## config.mk

```make
export PLATFORM = sky130hd
export DESIGN_NAME = delay_meter
export DESIGN_NICKNAME = d
export VERILOG_FILES = /design/src/rtl/delay_meter_pkg.sv /design/src/rtl/delay_meter_sync_ff.sv /design/src/rtl/delay_meter.sv
export SDC_FILE = /design/constraint.sdc
export NUM_CORES = 1
export LEC_CHECK = 0
export BUFFER_PORTS_ARGS = -buffer_cell sky130_fd_sc_hd__buf_2
export CORE_AREA = 2 2 109 111
export CTS_CLUSTER_SIZE = 24
export DETAILED_ROUTE_END_ITERATION = 8
export DIE_AREA = 0 0 111 113
export GPL_TIMING_DRIVEN = 0
export PLACE_DENSITY = 0.6
export SETUP_SLACK_MARGIN = 0.5
export SLEW_MARGIN = 20
export SYNTH_ARGS = -nofsm -noshare
export SYNTH_HDL_FRONTEND = slang
export SYNTH_SLANG_ARGS = --single-unit
```

## constraint.sdc

```tcl
create_clock -name clk -period 6 [get_ports clk]
set_input_delay 0.9 -clock clk [delete_from_list [all_inputs] [get_ports clk]]
set_output_delay 0.9 -clock clk [all_outputs]
set_load 0.05 [all_outputs]
```

## src/rtl/delay_meter_pkg.sv

```systemverilog
// Shared types and timing constants for the delay_meter measurement stage.
package delay_meter_pkg;

    typedef enum logic [2:0] {
        IDLE,
        LAUNCH,
        WAIT,
        SETTLE,
        DONE
    } delay_meter_state_e;

    // Quiet cycles after a returned edge, on top of the synchronizer depth.
    localparam int unsigned SETTLE_EXTRA = 2;

    function automatic int unsigned settle_cycles(input int unsigned sync_stages);
        return sync_stages + SETTLE_EXTRA;
    endfunction

endpackage

```

## src/rtl/delay_meter_sync_ff.sv

```systemverilog
// Flop-chain synchronizer (async_lib) with synchronous active-high reset to 0.
module sync_ff #(
    parameter int unsigned STAGES = 2
) (
    input  logic clk,
    input  logic rst,
    input  logic d,
    output logic q
);

    logic [STAGES-1:0] stage;

    always_ff @(posedge clk) begin
        if (rst) begin
            stage <= '0;
        end else begin
            stage <= {stage[STAGES-2:0], d};
        end
    end

    assign q = stage[STAGES-1];

endmodule

```

## src/rtl/delay_meter.sv

```systemverilog
// Launches transitions into an external delay line and counts clock cycles
// until each returns; reports sum and maximum over 2**RUNS_LOG2 runs.
module delay_meter
    import delay_meter_pkg::*;
#(
    parameter int unsigned CNT_W       = 16,
    parameter int unsigned TIMEOUT     = 4095,
    parameter int unsigned RUNS_LOG2   = 2,
    parameter int unsigned SYNC_STAGES = 2
) (
    input  logic                      clk,
    input  logic                      rst,
    input  logic                      start,
    output logic                      probe_out,
    input  logic                      probe_in,
    output logic                      busy,
    output logic                      done,
    output logic                      timeout,
    output logic [CNT_W+RUNS_LOG2-1:0] result_sum,
    output logic [CNT_W-1:0]          result_max
);

    localparam int unsigned       SUM_W       = CNT_W + RUNS_LOG2;
    localparam int unsigned       SETTLE_LEN  = settle_cycles(SYNC_STAGES);
    localparam logic [CNT_W-1:0]  TIMEOUT_C   = CNT_W'(TIMEOUT);
    localparam logic [CNT_W-1:0]  SETTLE_LAST = CNT_W'(SETTLE_LEN - 1);
    localparam logic [CNT_W-1:0]  CNT_ONE     = CNT_W'(1);

    delay_meter_state_e   state;
    logic                 probe_sync;
    logic                 ref_lvl;
    logic [CNT_W-1:0]     cnt;
    logic [RUNS_LOG2-1:0] run_idx;

    sync_ff #(
        .STAGES(SYNC_STAGES)
    ) u_sync (
        .clk(clk),
        .rst(rst),
        .d  (probe_in),
        .q  (probe_sync)
    );

    // cnt is shared: run length in WAIT, quiet-cycle count in SETTLE.
    always_ff @(posedge clk) begin
        if (rst) begin
            state      <= IDLE;
            probe_out  <= 1'b0;
            busy       <= 1'b0;
            done       <= 1'b0;
            timeout    <= 1'b0;
            result_sum <= '0;
            result_max <= '0;
            cnt        <= '0;
            run_idx    <= '0;
            ref_lvl    <= 1'b0;
        end else begin
            done <= 1'b0;
            unique case (state)
                IDLE: begin
                    if (start) begin
                        state      <= LAUNCH;
                        busy       <= 1'b1;
                        timeout    <= 1'b0;
                        result_sum <= '0;
                        result_max <= '0;
                        run_idx    <= '0;
                    end
                end
                LAUNCH: begin
                    probe_out <= ~probe_out;
                    ref_lvl   <= probe_sync;
                    cnt       <= '0;
                    state     <= WAIT;
                end
                WAIT: begin
                    // Comparing against the pre-launch level keeps this
                    // independent of the delay line's inversion parity.
                    if (probe_sync != ref_lvl) begin
                        result_sum <= result_sum + SUM_W'(cnt);
                        if (cnt > result_max) begin
                            result_max <= cnt;
                        end
                        cnt   <= '0;
                        state <= SETTLE;
                    end else if (cnt == TIMEOUT_C) begin
                        timeout <= 1'b1;
                        busy    <= 1'b0;
                        done    <= 1'b1;
                        state   <= DONE;
                    end else begin
                        cnt <= cnt + CNT_ONE;
                    end
                end
                SETTLE: begin
                    if (cnt == SETTLE_LAST) begin
                        if (run_idx == '1) begin
                            busy  <= 1'b0;
                            done  <= 1'b1;
                            state <= DONE;
                        end else begin
                            run_idx <= run_idx + 1'b1;
                            state   <= LAUNCH;
                        end
                    end else begin
                        cnt <= cnt + CNT_ONE;
                    end
                end
                DONE: begin
                    state <= IDLE;
                end
                default: begin
                    state <= IDLE;
                end
            endcase
        end
    end

endmodule

```

==> reports/summary.txt <==
synth unique cells: 61
DIE AREA: 12500 um^2
Syn. warnings: 0
crit path time final: 2780 ps
layout filler cell count: 1156
WS Path Type: reg2reg
hpwl dp: 7410 um
antenna viol nets, final: 0
post-CTS setup buffers: 0
Clock power frac: 0.470
Leakage: 1.92 nW
max-cap viol count: 0
vias in the first global route: 3249
FP Rows: 39
Diodes inserted: 0
Post-synth EDFFs: 0
total global-route track usage: 0.156
insertion delay to the later sink of the worst-skew pair: 330 ps
P_sw: 0.000398 W
Yosys reg bits: 62
clk_skew: 9.15 ps
CORE AREA: 11300 um^2
Final Hold Vio Count: 0
worst vdd rail ir drop: 0.169 mV
ys async rst share: 0
final WL: 9720 um
outcome: complete, no violations
CTS tree: built
Power Dens Cells: 305 nW/um^2
setup repair after global routing missed its margin: false
Worst EP arrival: 3030 ps
H-tree Lvls: 3
Core Util, Final: 0.400
Yosys top cell area share: 0.330
CP max FO: 10
Clock transition at path regs: 50 ps
R2R depth: 8
TritonCTS Buffers: 9
remaining routing DRC violations: 0
Post-CTS Resized: 0
Worst setup SP type: flip-flop
GPL Wtd Cong: 0.879
power share of the combinational group: 0.202
period utilization: 0.463
setup violators final: 0
Initial Util: 0.334
Synth area leaders: dfxtp_1 (33%), ha_1 (11%), a32o_1 (4.0%)
Slew HR: 0.295
initial antenna violation count: 0
Worst Hold Class: reg2reg
R2R Setup Slk: 3220 ps
Pint: 0.000978 W
commonest cells in the netlist: dfxtp_1 (62), nand2_1 (35), ha_1 (34), nor2_1 (34)
IO Pins: 42
Yosys top cell by area: dfxtp_1
Synth Flop Type: dfxtp_1
Port Buffers: 40
chip width: 111 um
worst endpoint required time: 6250 ps
Nets: 535
largest net degree at the start of global routing: 12
Post-Syn Area: 3760 um^2
Synth Instances: 445
Max Freq: 360 MHz
hold buffer count at CTS: 0
placed cell count: 628
share of layout cells above drive strength 1: 0.144
clock tree sinks: 62
drt first pass iters: 4
Via density: 5.41
Seq pwr share: 0.327
sequential fraction of the synthesis area: 0.330
Max Root-Sink Buffers: 2
worst slew pin tran: 1050 ps
Setup crit end: result_max[0]
most frequent cell after synthesis: dfxtp_1
Tot Pwr: 0.00138 W
first-pass GRT wire length: 15900 um
setup tns final: 0 ps
reg2reg start: cnt[5]
DR vias: 3484
syn_area_per_cell: 8.45 um^2
endpoint class of the critical path: flip-flop
gr ovfl total: 0
Final Slew Violations: 0
DIE HEIGHT: 113 um
Worst setup startpoint: cnt[5]
Root Buffer: clkbuf_16
Sw Share: 0.289
Non-Filler Instances: 644
DR iter-0 viols: 230
layout overhead on the synthesized area: 20.0%
syn nets: 484
FF-to-FF End: result_max[0]
routed len/inst: 15.1 um
[power groups by stage]
stage	registers, W	clock network [W]	logic, W
after floorplan	0.000480	0	0.000188
after global placement	0.000459	0	0.000275
after detailed placement	0.000459	0	0.000278
after CTS	0.000450	0.000660	0.000279
after global routing	0.000453	0.000675	0.000304
final	0.000450	0.000647	0.000279
[worst min path at each step]
stage,start,end,slack [ps],cells past startpoint
after floorplan,u_sync.stage[0],u_sync.stage[1],410,1
after global placement,u_sync.stage[0],u_sync.stage[1],420,1
after detailed placement,u_sync.stage[0],u_sync.stage[1],440,1
after CTS,u_sync.stage[0],u_sync.stage[1],460,1
after global routing,u_sync.stage[0],u_sync.stage[1],470,1
final,u_sync.stage[0],u_sync.stage[1],440,1
[stage by stage]
stage                     hold slack, ps  cell area [um^2]  setup slack, ps
after floorplan                      414              3760             3370
after global placement               424              4140             3260
after detailed placement             441              4140             3280
after CTS                            456              4510             3250
after global routing                 467              4510             3040
final                                444              4510             3220
[area by class of cell]
cell class / count / area (um^2) / share of cell area
Buffer: 17 / 85.1 / 0.0189
Tap cell: 143 / 179 / 0.0397
Multi-Input combinational cell: 337 / 2320 / 0.515
Timing Repair Buffer: 40 / 200 / 0.0444
Sequential cell: 62 / 1240 / 0.275
Clock buffer: 10 / 239 / 0.0530
Clock inverter: 6 / 133 / 0.0294
Inverter: 29 / 109 / 0.0241
[logic make-up (layout without fill, tap and decap cells)]
logic type,count (synthesis),count (layout),synth area share
AO/OA/AOI/OAI,124,124,0.230
flip-flops,62,62,0.330
adder cells (fa/ha/maj),35,35,0.118
AND/OR/NAND/NOR,156,156,0.215
multiplexers,5,5,0.0133
XOR/XNOR,17,17,0.0416
buffers and inverters,46,102,0.0516
[state kept, by name, summed over array words and instances, names as in the netlist]
name,count
probe_out,1
u_sync.stage,2
busy,1
ref_lvl,1
timeout,1
result_max,16
result_sum,18
run_idx,2
state,3
done,1
cnt,16
[cell usage in the layout, fill, tap and decap left out, types with 6 or more instances in the layout]
master / synthesis / final
inv_1: 29 / 29
xnor2_1: 11 / 11
clkbuf_16: 0 / 9
or3_1: 7 / 7
or4_1: 10 / 10
clkbuf_1: 8 / 8
o21a_1: 6 / 6
a22oi_1: 7 / 7
ha_1: 34 / 34
nand4_1: 11 / 11
a31oi_1: 8 / 8
o21ai_0: 17 / 17
a32o_1: 15 / 15
buf_2: 5 / 45
a21o_1: 11 / 11
nor3_1: 9 / 9
o31ai_1: 7 / 7
nor2_1: 34 / 34
and3_1: 6 / 6
dfxtp_1: 62 / 62
a21oi_1: 29 / 29
nand2_1: 35 / 35
nand3_1: 19 / 19
[worst max-delay path, stage by stage, from the launching register on]
cell,delay (ps)
dfxtp_1,500
ha_1,320
a21o_1,170
a21o_1,170
a21oi_1,130
o22ai_1,120
o31ai_1,730
buf_2,370
mux2i_1,200
[per-layer routing]
| metal | GRT usage | routed length, um | vias to the layer above |
|---|---|---|---|
| li1 | - | - | 1760 |
| met1 | 0.202 | 4430 | 1620 |
| met2 | 0.259 | 4480 | 97 |
| met3 | 0.0418 | 697 | 7 |
| met4 | 0.0442 | 113 | 0 |
| met5 | 0 | 0 | - |
(Power assumes the default switching activity.)
